[src/rtl/sram_init_hold_ctrl.sv]
// -----------------------------------------------------------------------------
// sram_init_hold_ctrl
//   Control stage in front of a DEPTH x WIDTH one-read/one-write SRAM macro
//   with 1-cycle read latency. After reset it writes zero to every entry, then
//   arbitrates requester reads/writes onto the macro ports. The last read
//   result is held stable until the next accepted read.
//
//   Optional feature macro: SRAM_CTRL_BYPASS_EN
//     defined   : a same-address read+write is accepted; the read returns the
//                 write data through registered bypass storage.
//     undefined : a same-address read is refused (r_req_ready=0) so the write
//                 wins and the requester retries next cycle.
//
// Ports:
//   clock, reset                  clock / async active-high reset
//   r_req_valid/ready/addr        read request handshake
//   r_resp_valid/data             read response (1-cycle latency, held data)
//   w_req_valid/ready/addr/data   write request handshake
//   init_done                     high once all entries are zeroed
//   arr_r_en/addr, arr_r_data     macro read port
//   arr_w_en/addr/data/mask       macro write port (mask tied to 1)
// -----------------------------------------------------------------------------
module sram_init_hold_ctrl #(
  parameter int DEPTH  = 128,
  parameter int ADDR_W = 7,
  parameter int WIDTH  = 51
) (
  input  logic              clock,
  input  logic              reset,
  input  logic              r_req_valid,
  output logic              r_req_ready,
  input  logic [ADDR_W-1:0] r_req_addr,
  output logic              r_resp_valid,
  output logic [WIDTH-1:0]  r_resp_data,
  input  logic              w_req_valid,
  output logic              w_req_ready,
  input  logic [ADDR_W-1:0] w_req_addr,
  input  logic [WIDTH-1:0]  w_req_data,
  output logic              init_done,
  output logic              arr_r_en,
  output logic [ADDR_W-1:0] arr_r_addr,
  input  logic [WIDTH-1:0]  arr_r_data,
  output logic              arr_w_en,
  output logic [ADDR_W-1:0] arr_w_addr,
  output logic [WIDTH-1:0]  arr_w_data,
  output logic              arr_w_mask
);

  typedef enum logic {
    ST_INIT = 1'b0,
    ST_RUN  = 1'b1
  } state_t;

  localparam logic [ADDR_W-1:0] LAST_ADDR = ADDR_W'(DEPTH - 1);

  state_t              r_state;
  state_t              w_state_nxt;
  logic [ADDR_W-1:0]   r_init_cnt;
  logic [ADDR_W-1:0]   w_init_cnt_nxt;
  logic                r_init_done;
  logic                w_init_done_nxt;
  logic                r_resp_pend;
  logic [WIDTH-1:0]    r_hold;
  logic                w_collision;
  logic [WIDTH-1:0]    w_rd_resolved;

  assign w_collision = r_req_valid && w_req_valid && (r_req_addr == w_req_addr);
  assign arr_w_mask  = 1'b1;
  assign init_done   = r_init_done;

`ifdef SRAM_CTRL_BYPASS_EN
  logic                r_byp;
  logic [WIDTH-1:0]    r_byp_data;

  // Bypass storage: remember that the accepted read collided with a write
  always_ff @(posedge clock or posedge reset) begin
    if (reset) begin
      r_byp      <= 1'b0;
      r_byp_data <= '0;
    end else begin
      r_byp <= arr_r_en && w_collision;
      if (arr_r_en && w_collision) begin
        r_byp_data <= w_req_data;
      end else begin
        r_byp_data <= r_byp_data;
      end
    end
  end

  // The macro returns pre-write data on a collision, so substitute the write
  assign w_rd_resolved = r_byp ? r_byp_data : arr_r_data;
`else
  assign w_rd_resolved = arr_r_data;
`endif

  // Next-state and macro/handshake drive
  always_comb begin
    w_state_nxt     = r_state;
    w_init_cnt_nxt  = r_init_cnt;
    w_init_done_nxt = r_init_done;
    r_req_ready     = 1'b0;
    w_req_ready     = 1'b0;
    arr_r_en        = 1'b0;
    arr_r_addr      = r_req_addr;
    arr_w_en        = 1'b0;
    arr_w_addr      = w_req_addr;
    arr_w_data      = w_req_data;
    case (r_state)
      ST_INIT: begin
        // No macro write while reset is held; the sweep starts on release
        arr_w_en   = ~reset;
        arr_w_addr = r_init_cnt;
        arr_w_data = '0;
        if (r_init_cnt == LAST_ADDR) begin
          w_state_nxt     = ST_RUN;
          w_init_done_nxt = 1'b1;
        end else begin
          w_init_cnt_nxt = r_init_cnt + {{(ADDR_W-1){1'b0}}, 1'b1};
        end
      end
      ST_RUN: begin
        w_req_ready = 1'b1;
`ifdef SRAM_CTRL_BYPASS_EN
        r_req_ready = 1'b1;
`else
        r_req_ready = ~w_collision;
`endif
        arr_r_en = r_req_valid && r_req_ready;
        arr_w_en = w_req_valid;
      end
      default: begin
        w_state_nxt = ST_INIT;
      end
    endcase
  end

  // State, init sweep counter and init_done registers
  always_ff @(posedge clock or posedge reset) begin
    if (reset) begin
      r_state     <= ST_INIT;
      r_init_cnt  <= '0;
      r_init_done <= 1'b0;
    end else begin
      r_state     <= w_state_nxt;
      r_init_cnt  <= w_init_cnt_nxt;
      r_init_done <= w_init_done_nxt;
    end
  end

  // Response valid pipeline and held read result
  always_ff @(posedge clock or posedge reset) begin
    if (reset) begin
      r_resp_pend <= 1'b0;
      r_hold      <= '0;
    end else begin
      r_resp_pend <= arr_r_en;
      if (r_resp_pend) begin
        r_hold <= w_rd_resolved;
      end else begin
        r_hold <= r_hold;
      end
    end
  end

  assign r_resp_valid = r_resp_pend;
  assign r_resp_data  = r_resp_pend ? w_rd_resolved : r_hold;

endmodule
[config.mk]
export PLATFORM = sky130hd
export DESIGN_NAME = sram_init_hold_ctrl
export DESIGN_NICKNAME = d
export VERILOG_FILES = /design/src/rtl/sram_init_hold_ctrl.sv
export SDC_FILE = /design/constraint.sdc
export NUM_CORES = 1
export LEC_CHECK = 0
export CAP_MARGIN = 20
export CORE_MARGIN = 2
export CORE_UTILIZATION = 29
export CTS_CLUSTER_SIZE = 25
export DETAILED_ROUTE_END_ITERATION = 8
export PLACE_DENSITY = 0.76
export SETUP_SLACK_MARGIN = 0.3
export SLEW_MARGIN = 25
export SYNTH_ARGS = -nofsm -noshare
export SYNTH_HDL_FRONTEND = slang
export SYNTH_SLANG_ARGS = --single-unit
export TNS_END_PERCENT = 5
[constraint.sdc]
create_clock -name clock -period 1.86 [get_ports clock]
set_input_delay 0.372 -clock clock [delete_from_list [all_inputs] [get_ports clock]]
set_output_delay 0.372 -clock clock [all_outputs]
set_load 0.005 [all_outputs]
==> results of run 1 <==
-- worst paths after layout --
check / endpoint / slack, ps
min in group asynchronous: r_hold[48]$_DFF_PP0_ / 540
max in group asynchronous: r_resp_valid$_DFF_PP0_ / 1010
max reg2reg: r_hold[50]$_DFF_PP0_ / 250
min: r_resp_valid$_DFF_PP0_ / 440
min reg2reg: init_done$_DFFE_PP0P_ / 480
max: r_resp_data[50] / -210
-- cells by family (layout without fill, tap and decap cells) --
group,Yosys count,in the layout,synth area share [%]
other cells,1,1,0.1290
flops,61,61,52.50
mux,58,58,22.55
simple gates,67,67,14.24
buf+inv,23,308,4.604
xor+xnor,10,10,3.012
fa+ha+maj,1,1,0.4302
compound gates,11,11,2.538
-- flip-flops by register name (all words and copies together), names as in the netlist --
signal	flops
init_done	1
r_hold	51
r_init_cnt	7
r_resp_valid	1
r_state	1
-- synth_stat cells (2+ instances only) --
cell type  instances
a21oi_1            3
and2_1            51
buf_2              8
buf_4              8
clkbuf_1           4
dfrtp_1           61
inv_1              2
mux2_2            56
nand2_1            6
nand2b_1           2
nand4b_1           2
nor4_1             2
o21bai_1           2
o31ai_1            2
xor2_1             9
-- stage by stage --
stage               total power (µW)  setup TNS (ps)  std cells  instance area (µm²)
finish                          2857           -5895        650                 6063
global route                    2985           -8747        650                 6063
CTS                             2906           -7824        645                 5998
detailed placement              1694           -2944        613                 5625
global placement                1689           -2445        613                 5625
floorplan                       1398               0        232                 2912
-- what timing repair did --
action	in CTS	in global routing
pin swaps	9	25
cloned	5	0
buffers inserted	13	5
endpoints found under the hold margin	0	0
resized for setup	477	84
setup endpoints to repair	123	117
-- area by class of cell --
| type | count | area, µm² | share of cell area, % |
|---|---|---|---|
| Tap cell | 133 | 166.4 | 2.745 |
| Clock buffer | 11 | 151.4 | 2.497 |
| Timing Repair Buffer | 292 | 2710 | 44.70 |
| Multi-Input combinational cell | 148 | 1450 | 23.92 |
| Sequential cell | 61 | 1528 | 25.20 |
| Inverter | 2 | 11.26 | 0.1857 |
| Clock inverter | 3 | 46.29 | 0.7635 |
-- placed cells by master (no fill, tap or decap), types with 2 or more instances in the layout --
cell             synthesis  routed
clkbuf_2                 0      25
buf_16                   0       5
buf_6                    1      45
clkdlybuf4s15_1          0       2
clkdlybuf4s50_1          0     109
nor4_4                   0       2
buf_4                    8      35
nand4b_1                 2       2
a21oi_2                  1       2
xor2_1                   9       5
a21oi_1                  3       2
and2_4                   0      22
clkdlybuf4s15_2          0       4
o21bai_1                 2       2
dlygate4sd2_1            0      11
xor2_2                   0       4
clkinvlp_4               0       2
dlymetal6s2s_1           0       2
mux2_4                   1      20
dfrtp_1                 61      60
buf_12                   0       8
buf_2                    8      45
o31ai_1                  2       2
nand2_1                  6       4
clkbuf_8                 0      11
and2_1                  51      29
nand2_2                  0       2
nand2b_1                 2       2
mux2_2                  56      37
-- power breakdown --
group | total [µW] | switching, µW | internal (µW)
logic | 351 | 99.9 | 251
registers | 1330 | 0 | 1330
clock network | 1180 | 500 | 679
total | 2860 | 600 | 2260
-- worst max-delay path, delay by kind of cell, from the launching register on --
family	cells	cell delay, ps
buffers and inverters	5	630
flip-flops	1	430
multiplexers	1	310
-- per-layer routing --
metal | global-route usage, % | part of all wire, %
met1 | 20.55 | 36
met2 | 38.30 | 56
met3 | 5.451 | 6.9
met4 | 5.309 | 1.0
met5 | 0 | 0
==> impl_metrics.csv, run 1 <==
group,metric,value,unit
worst_setup_path,cp_max_fo,7,
global_route,grt_pass1_wl,16810,µm
power,leakage,0.003073,µW
placement,place_ws,-689.3,ps
global_route,grt_max_degree,39,
route,drt-total-wl,10550,µm
cells_and_area,fin_nets,635,
floorplan,dieArea,10840,µm²
logic_synthesis,yosys.area.top_type,"dfrtp_1",
cells_and_area,drive_gt1_share,53.38,%
cts,hold_buffers,0,
route,drt_iter0_markers,60,
cts,htreeDepth,3,
timing,period_share,111.1,%
route,routedWlPerCell,16.23,µm
route,vias,2823,
worst_setup_path,endpoint_kind,"output pin",
cts,clk_latency,330,ps
timing,drv_slew,0,
logic_synthesis,syn-num-nets,353,
floorplan,dieHeight,104.1,µm
worst_setup_path,path_class,"reg -> out",
worst_setup_path,cp.arrival,1700,ps
power,peakVddDrop,0.2328,mV
logic_synthesis,seq_area_frac_synth,52.50,%
timing,max_freq,483.7,MHz
global_route,grt_usage,19.69,%
placement,port_buffers,241,
floorplan,top_level_ports,243,
worst_setup_path,worstSetupStartpoint,"r_resp_valid$_DFF_PP0_",
cells_and_area,area_delta_synth_final,108.5,%
timing,rsz0062_at_grt,"true",
cts,clkTransAtPathRegs,70,ps
logic_synthesis,syn_inst,232,
placement,hpwl,7651,µm
worst_setup_path,critical_path.max_stage_delay,430,ps
route,drc,0,
logic_synthesis,synth_ff_type,"dfrtp_1",
min_path,hold_path.class,"in -> reg",
worst_setup_path,cp_cell_sequence,"buf_12 -> buf_6 -> buf_12 -> buf_16 -> mux2_4 -> buf_6",
timing,fin_skew,10.51,ps
floorplan,core_area,9774,µm²
worst_setup_path,cp_data_required_time,1490,ps
floorplan,initial_core_util,29.75,%
logic_synthesis,synth-edff-count,0,
worst_setup_path,rr_startpoint,"r_resp_valid$_DFF_PP0_",
cts,cts.sink_count,61,
logic_synthesis,synth_top_cell_area_share,52.50,%
timing,fin_ws,-207.2,ps
worst_setup_path,cp_slowest_cell,"dfrtp_2",
route,detail_route.first_pass.iterations,4,
outcome,violations,"negative setup slack",
min_path,worstHoldStart,"r_req_valid",
global_route,grt_overflow,0,
timing,hold_slack,443.6,ps
floorplan,rows,36,
timing,setup_viol,53,
logic_synthesis,ys_warn_count,0,
worst_setup_path,startpoint_type,"flop",
logic_synthesis,synth_cell_type_count,29,
cells_and_area,final.fill_count,797,
cts,cts_buffers,9,
worst_setup_path,r2r_cells,7,
flow_run,drv_cap,0,
outcome,status,"finished, violations left",
route,vias_per_cell,4.343,
cells_and_area,final_util,62.03,%
logic_synthesis,syn_area,2908,µm²
route,ant_nets,0,
global_route,grt_pass1_vias,3246,
min_path,whs_path_depth,3,
power,powerDensity,471.3,nW/µm²
cts,clockBufferDepth,2,
timing,period_minus_slack,2067,ps
cts,cts_root_buf,"clkbuf_8",
global_route,antenna_found_initial,0,
logic_synthesis,yosys-top-cells-area,"dfrtp_1, mux2_2, and2_1, xor2_1, buf_4",
cts,cts_tree,"done",
cells_and_area,diodes,0,
floorplan,dieWidth,104.1,µm
logic_synthesis,synth_area_per_cell,12.53,µm²
logic_synthesis,postSynth.asyncResetShare,100.0,%
timing,finalHoldViolations,0,
placement,place.gp.congestion,0.8293,
logic_synthesis,ys_ff_latch,61,
No activity file was read; power rests on OpenSTA's default activity.
==> run 2, diff against run 1 <==
CORE_UTILIZATION = 32   (was 29)
PLACE_DENSITY = 0.79   (was 0.76)
clock period = 2.3 ns   (was 1.86 ns; I/O delays follow)
==> impl_metrics.csv, run 2 (same netlist as run 1, synthesis figures left out) <==
group,metric,value,unit
worst_setup_path,cp_slowest_cell,"clkdlybuf4s50_1",
cells_and_area,drive_gt1_share,22.40,%
outcome,status,"complete, no violations",
global_route,grt_usage,20.58,%
timing,drv_slew,0,
cells_and_area,final.fill_count,679,
power,leakage,0.002862,µW
cells_and_area,layout_common_cells,"clkdlybuf4s50_1, dlygate4sd2_1, dfrtp_1",
timing,max_freq,456.4,MHz
cells_and_area,fin_nets,607,
cts,clkTransAtPathRegs,60,ps
worst_setup_path,endpoint_kind,"output pin",
route,ant_nets,0,
placement,port_buffers,241,
min_path,hold_path.class,"reg -> reg",
floorplan,dieArea,9865,µm²
global_route,antenna_found_initial,0,
cells_and_area,top_regs,"r_hold (51), r_init_cnt (7)",
cells_and_area,diodes,0,
power,powerDensity,363.8,nW/µm²
power,peakVddDrop,0.2087,mV
timing,fin_skew,4.990,ps
worst_setup_path,path_class,"reg -> out",
cts,cts_buffers,9,
route,drt_iter0_markers,34,
timing,period_share,95.27,%
placement,place_ws,-354.4,ps
timing,fin_tns_setup,0,ps
route,routedWlPerCell,16.79,µm
cells_and_area,max_flop_register,"r_hold",
timing,setup_viol,0,
placement,place.gp.congestion,0.8002,
timing,period_minus_slack,2191,ps
floorplan,top_level_ports,243,
cells_and_area,fin_area,5833,µm²
worst_setup_path,critical_path.max_stage_delay,520,ps
placement,hpwl,7693,µm
global_route,grt_max_degree,62,
worst_setup_path,cp_cell_sequence,"buf_4 -> buf_8 -> and2_1 -> clkdlybuf4s50_1",
global_route,grt_overflow,0,
cells_and_area,largest_reg_flops,51,
route,drt-total-wl,10060,µm
worst_setup_path,critical_path.n_buffers_inverters,3,
cts,htreeDepth,3,
route,drc,0,
timing,fin_ws,108.8,ps
cells_and_area,area_delta_synth_final,100.6,%
timing,rsz0062_at_grt,"true",
worst_setup_path,r2r_slack,710,ps
floorplan,core_area,8763,µm²
floorplan,dieWidth,99.33,µm
cells_and_area,layout.cells.non_filler,599,
worst_setup_path,cp.arrival,1730,ps
cts,cts.sink_count,61,
floorplan,initial_core_util,33.18,%
route,detail_route.first_pass.iterations,3,
cts,cts_tree,"done",
global_route,grt_pass1_wl,15590,µm
placement,dp.cells,571,
timing,finalHoldViolations,0,
cells_and_area,final_common_cell,"clkdlybuf4s50_1",
worst_setup_path,startpoint_type,"flop",
flow_run,drv_cap,0,
cts,clockBufferDepth,2,
floorplan,rows,34,
worst_setup_path,cp_data_required_time,1840,ps
cells_and_area,final_util,66.56,%
route,vias,2675,
route,vias_per_cell,4.466,
placement,dpl-instance-area,5475,µm²
worst_setup_path,cp_max_fo,11,
global_route,grt_pass1_vias,3093,
cts,clk_latency,330,ps
cts,cts_root_buf,"clkbuf_8",
floorplan,dieHeight,99.33,µm
worst_setup_path,crit_family,"buffers and inverters",
[run 2: cell type report]
class / count / area (µm²) / share of cell area (%)
Inverter: 2 / 7.507 / 0.1287
Multi-Input combinational cell: 148 / 1314 / 22.52
Timing Repair Buffer: 264 / 2689 / 46.10
Clock buffer: 11 / 131.4 / 2.252
Clock inverter: 5 / 27.53 / 0.4719
Sequential cell: 61 / 1529 / 26.21
Tap cell: 108 / 135.1 / 2.317
[run 2: final timing paths]
kind | startpoint | end | depth (start not counted)
worst min register to register | init_done$_DFFE_PP0P_ | init_done$_DFFE_PP0P_ | 1
worst max-delay path | r_state$_DFF_PP0_ | arr_w_data[42] | 4
min in group asynchronous | reset | r_init_cnt[2]$_DFFE_PP0P_ | 3
max in group asynchronous | reset | r_hold[43]$_DFF_PP0_ | 3
worst min-delay path | init_done$_DFFE_PP0P_ | init_done$_DFFE_PP0P_ | 1
worst max register to register | r_init_cnt[1]$_DFFE_PP0P_ | r_init_cnt[1]$_DFFE_PP0P_ | 4
[run 2: worst reg2reg max path: cells and delay by family (launching register included)]
family / cells / cell delay, ps
compound gates: 1 / 240
fa+ha+maj: 1 / 230
flops: 1 / 440
mux: 1 / 320
simple gates: 1 / 260
[run 2: per-stage QoR]
stage	hold WS, ps	total power (µW)
after floorplan	458.8	1130
after global placement	470.6	1360
after detailed placement	468.7	1363
after CTS	490.3	2160
after global routing	505.8	2221
final	479.7	2122
[run 2: power by group]
part | internal, µW | total [µW] | switching [µW]
combinational | 197 | 273 | 76.2
sequential | 1070 | 1070 | 0
clock | 383 | 776 | 392
total | 1650 | 2120 | 469
[run 2: repair_timing]
item | in CTS | in global routing
setup buffers | 7 | 1
endpoints found under the setup margin | 114 | 111
hold buffers | 0 | 0
cloned | 3 | 1
pin swaps | 7 | 0
resized for setup | 91 | 6
[run 2: layer usage]
metal	global-route usage (%)	vias to the layer above	share of wire, %
met3	8.363	15	9.9
met2	38.15	139	53
li1	-	1275	-
met5	0	-	0
met4	6.112	0	1.9
met1	21.16	1246	35
==> RTL change 1, RTL diff (config.mk and constraints of run 1) <==
Change the parameter `ADDR_W` from 7 to 9.
--- a/src/rtl/sram_init_hold_ctrl.sv
+++ b/src/rtl/sram_init_hold_ctrl.sv
@@ -22,7 +22,7 @@
 // -----------------------------------------------------------------------------
 module sram_init_hold_ctrl #(
   parameter int DEPTH  = 128,
-  parameter int ADDR_W = 7,
+  parameter int ADDR_W = 9,
   parameter int WIDTH  = 51
 ) (
   input  logic              clock,
Interface: changed (resized arr_r_addr, arr_w_addr, r_req_addr and w_req_addr); port bits go from 243 to 251. The function was not compared with the original's and may differ.
==> RTL change 1 against run 1 <==
The run still ends with setup timing left. Critical path depth unchanged. Power up 7.6%. Area after synthesis up 5.3%. Sequential cell count up 2. Final area up 8.6%. Non-clock buffer count up 1. Routed wire length up 9.8%. Setup slack worse by 27 ps.
==> RTL change 1: results (changes against run 1) <==
stage	metric	value	unit	change
run_status	status	finished with violations		unchanged
run_status	failing checks	setup timing		unchanged
power	Max IR drop VDD	0.0004345	V	was 0.0002328 V
clock_network	Root Buffer Master	clkbuf_8		unchanged
yosys	yosys warns	0		unchanged
layout	Post-layout nets	658		was 635
yosys	post-synthesis adder-cell area fraction	0.004085		was 0.004303
setup_path	reg-to-reg critical path endpoint	r_init_cnt[1]		was r_hold[50]
setup_path	Crit. Startpoint	r_resp_valid		unchanged
clock_network	H-tree Lvls	3		unchanged
setup_path	Crit Path Max Fanout	5		was 7
setup_path	RR Startpoint	r_init_cnt[0]		was r_resp_valid
setup_path	worst reg-to-reg path cell count	5		was 7
sta	PnR worst setup slack	-234.5	ps	was -207.2 ps
layout	largest registers	r_hold (51), r_init_cnt (9)		was r_hold (51), r_init_cnt (7)
yosys	syn nets	377		was 353
yosys	Unique masters post-synth	28		was 29
yosys	Seq/Total Area, Yosys	0.5147		was 0.5250
yosys	Post-Synth XOR/XNOR Area	0.04575		was 0.03012
placed_design	Port Buffers	249		was 241
power	Leak Pwr	3.232	nW	was 3.073 nW
min_path	HP Class	in -> async		was in -> reg
placed_design	cell total after placement	633		was 613
layout	Post-Layout Cell Count	675		was 650
global_routing	overall routing resource usage	0.1903		was 0.1969
setup_path	R2R setup slack	180	ps	was 250 ps
setup_path	Critical Path AT	1720	ps	was 1700 ps
sta	final setup violation count	44		was 53
floorplan	core footprint	10280	um2	was 9774 um2
global_routing	first-pass GRT wire length	16790	um	was 16810 um
layout	fill count	816		was 797
drt	DRT Pass-1 Iters	4		unchanged
drt	via count	3024		was 2823
yosys	main combinational cell family by area after synthesis	multiplexers		unchanged
drt	wire per inst	17.16	um	was 16.23 um
global_routing	number of global-route vias before repair	3287		was 3246
sta	Clock Skew	11.18	ps	was 10.51 ps
yosys	syn avg cell area	12.15	um2	was 12.53 um2
placed_design	gpl congestion	0.7655		was 0.8293
yosys	Compound-Gate Fraction of Synth Area	0.01062		was 0.02539
yosys	post-synthesis mux area share	0.2181		was 0.2255
clock_network	Num CTS Buffers	9		unchanged
global_routing	initial antenna violation count	1		was 0
sta	setup TNS	-5843	ps	was -5895 ps
drt	Iter 0 DRT Violations	80		was 60
yosys	top cells by area, synth	dfrtp_1 (51%), mux2_2 (21%), and2_1 (10%)		was dfrtp_1 (52%), mux2_2 (22%), and2_1 (11%)
layout	share of post-route cells with drive strength above 1	0.5539		was 0.5338
clock_network	Max Buffers Root-to-Sink	2		unchanged
yosys	commonest cells in the netlist	dfrtp_1 (63), mux2_2 (58), and2_1 (51)		was dfrtp_1 (61), mux2_2 (56), and2_1 (51)
clock_network	Worst-path clk slew	90	ps	was 70 ps
global_routing	pin count of the biggest net entering global routing	39		unchanged
placed_design	Setup Slack @ Placement	-635.1	ps	was -689.3 ps
placed_design	HPWL after DPL	8166	um	was 7651 um
RTL change 1: metal layers:
metal  wire length, um  vias up  track usage
met1              4264     1465       0.2052
met2              6189      158       0.3553
met5                 0        -            0
li1                  -     1386            -
met4               206        0      0.06679
met3               922       15      0.05167
RTL change 1: logic make-up (layout without fill, tap and decap cells):
logic type / after synthesis / count (layout)
AO/OA/AOI/OAI: 5 / 5
XOR/XNOR: 16 / 16
adder cells (fa/ha/maj): 1 / 1
buffers and inverters: 26 / 312
flip-flops: 63 / 63
multiplexers: 59 / 59
other: 1 / 2
AND/OR/NAND/NOR: 81 / 81
RTL change 1: worst max path at each step:
stage,end,slack (ps),cells after the start
3_5_place_dp,r_req_ready,-640,7
3_3_place_gp,arr_r_en,-620,7
6_report,r_resp_data[23],-230,6
2_1_floorplan,r_init_cnt[1],380,5
4_1_cts,r_resp_data[8],-280,5
5_1_grt,r_resp_data[23],-280,6
RTL change 1: worst max-delay path, stage by stage (launching register included):
cell	delay (ps)
dfrtp_2	460
buf_6	130
buf_6	120
buf_12	120
buf_16	120
mux2_4	310
buf_6	120
RTL change 1: through the flow:
step | hold slack (ps) | instance area (um2)
floorplan | 451.0 | 3067
global placement | 457.8 | 5781
detailed placement | 461.4 | 5781
CTS | 465.3 | 6117
global route | 500.9 | 6585
finish | 479.7 | 6585
RTL change 1: timing repair:
item	4_1_cts	5_1_grt
pin swaps	11	55
gates resized for setup	434	188
setup buffers	12	7
gates cloned	4	2
endpoints found under the setup margin	127	124
RTL change 1: cell type report:
cell class,instances,share of cell area
Timing Repair Buffer,293,0.4496
Multi-Input combinational cell,163,0.2478
Sequential cell,63,0.2400
Tap cell,136,0.02584
Clock buffer,9,0.01881
Clock inverter,7,0.01539
Inverter,3,0.002280
Antenna cell,1,0.0003800
RTL change 1: power by group:
part	total [mW]	switching (mW)	internal, mW
Combinational	0.353	0.0968	0.256
Sequential	1.37	0	1.37
Clock	1.35	0.586	0.769
==> RTL change 2, RTL diff (settings of run 1) <==
Made on the original files. The option `SRAM_CTRL_BYPASS_EN` is turned on by a define.
--- a/src/rtl/sram_init_hold_ctrl.sv
+++ b/src/rtl/sram_init_hold_ctrl.sv
@@ -20,6 +20,8 @@
 //   arr_r_en/addr, arr_r_data     macro read port
 //   arr_w_en/addr/data/mask       macro write port (mask tied to 1)
 // -----------------------------------------------------------------------------
+`define SRAM_CTRL_BYPASS_EN
+
 module sram_init_hold_ctrl #(
   parameter int DEPTH  = 128,
   parameter int ADDR_W = 7,
Formal check against the unedited RTL: same outputs for any inputs over 10 cycles, from zero or initial values and one cycle with reset high; that may be too few to reach the edited logic, so the function may still have changed.
==> RTL change 2 against run 1 <==
The run still ends with setup timing left. Final area grew 60%. Area after synthesis grew 87%. Die area grew 83%. Utilization shrank 9.7 points. Combinational power grew 44%. Via count grew 67%. Setup slack lost 50 ps. Sequential cell count grew 52. Non-clock buffer count grew 87. Routed wire length grew 64%. Power grew 110%. Cell count grew 63%. Maximum frequency shrank 2.3%. Critical path type unchanged. Largest power group is now clock.
==> RTL change 2: results (changes against run 1) <==
stage	metric	value	unit	change
run_status	status	finished with violations		unchanged
run_status	failing checks	setup timing		unchanged
global_routing	pin count of the biggest net entering global routing	68		was 39
yosys	top cells by area, synth	dfrtp_1 (52%), mux2_4 (14%), mux2i_1 (9.4%)		was dfrtp_1 (52%), mux2_2 (22%), and2_1 (11%)
setup_path	Setup crit end	r_resp_data[9]		was r_resp_data[50]
global_routing	first-pass GRT wire length	26660	um	was 16810 um
placed_design	cell total after placement	974		was 613
placed_design	HPWL after DPL	11150	um	was 7651 um
layout	CLK BUF	21		was 11
sta	final setup violation count	125		was 53
min_path	Hold Path Stages	4		was 3
power	Max IR drop VDD	0.0005356	V	was 0.0002328 V
layout	share of post-route cells with drive strength above 1	0.5170		was 0.5338
clock_network	Num CTS Buffers	17		was 9
min_path	min-delay src	r_req_addr[2]		was r_req_valid
global_routing	number of global-route vias before repair	4873		was 3246
power	Logic pwr share	0.085		was 0.123
layout	fill count	1625		was 797
clock_network	Root Buffer Master	clkbuf_16		was clkbuf_8
sta	Clock Skew	7.885	ps	was 10.51 ps
setup_path	max incr delay on CP	500	ps	was 430 ps
layout	Inverters excl. clock	1		was 2
drt	met3 wire length	989	um	was 727 um
setup_path	R2R setup slack	-90	ps	was 250 ps
clock_network	Worst-Skew Late Latency	400	ps	was 330 ps
layout	sequential cell area share	0.2932		was 0.2520
drt	drt total wl	17350	um	was 10550 um
layout	multi-input combinational area share	0.2771		was 0.2392
yosys	syn nets	574		was 353
layout	#MultiIn Comb	300		was 148
yosys	Post-Syn Instances	453		was 232
power	Leak Pwr	4.461	nW	was 3.073 nW
sta	setup TNS	-12010	ps	was -5895 ps
clock_network	H-tree Lvls	4		was 3
setup_path	Crit Path Max Fanout	6		was 7
sta	PnR worst setup slack	-256.8	ps	was -207.2 ps
layout	largest registers	r_byp_data (51), r_hold (51), r_init_cnt (7)		was r_hold (51), r_init_cnt (7)
sta	worst hold slack	350.4	ps	was 443.6 ps
yosys	Compound-Gate Fraction of Synth Area	0.05397		was 0.02539
drt	Vias/cell	4.456		was 4.343
layout	Post-Layout Cell Count	1058		was 650
drt	Iter 0 DRT Violations	132		was 60
global_routing	met3 Usage GRT	0.04721		was 0.05451
placed_design	Setup Slack @ Placement	-657.6	ps	was -689.3 ps
layout	Non-clk bufs	379		was 292
setup_path	RR Startpoint	r_state		was r_resp_valid
yosys	Synth Register Bits	113		was 61
power	Clk. pwr	2.99	mW	was 1.18 mW
-- RTL change 2: worst min-delay path, delay by kind of cell --
family / cells / cell delay, ps
and+or+nand+nor: 2 / 170
xor gates and xnor gates: 1 / 70
buffers and inverters: 1 / 100
-- RTL change 2: per-stage QoR --
step	cell area [um2]	total power, mW	utilization
4_1_cts	9605	6.027	0.5187
5_1_grt	9682	6.185	0.5228
3_3_place_gp	8652	3.000	0.4672
3_5_place_dp	8652	3.002	0.4672
2_1_floorplan	5429	2.605	-
6_report	9682	5.958	0.5228
-- RTL change 2: what timing repair did --
action / in CTS / in global routing
pin swaps: 55 / 15
endpoints found under the setup margin: 173 / 168
setup buffers: 39 / 7
resized for setup: 406 / 122
gates cloned: 7 / 0
-- RTL change 2: logic make-up after synthesis --
family                   after synthesis
other                                  1
adder cells (fa/ha/maj)                1
buffers and inverters                 40
XOR/XNOR                              10
AND/OR/NAND/NOR                      123
multiplexers                         109
AO/OA/AOI/OAI                         56
flip-flops                           113
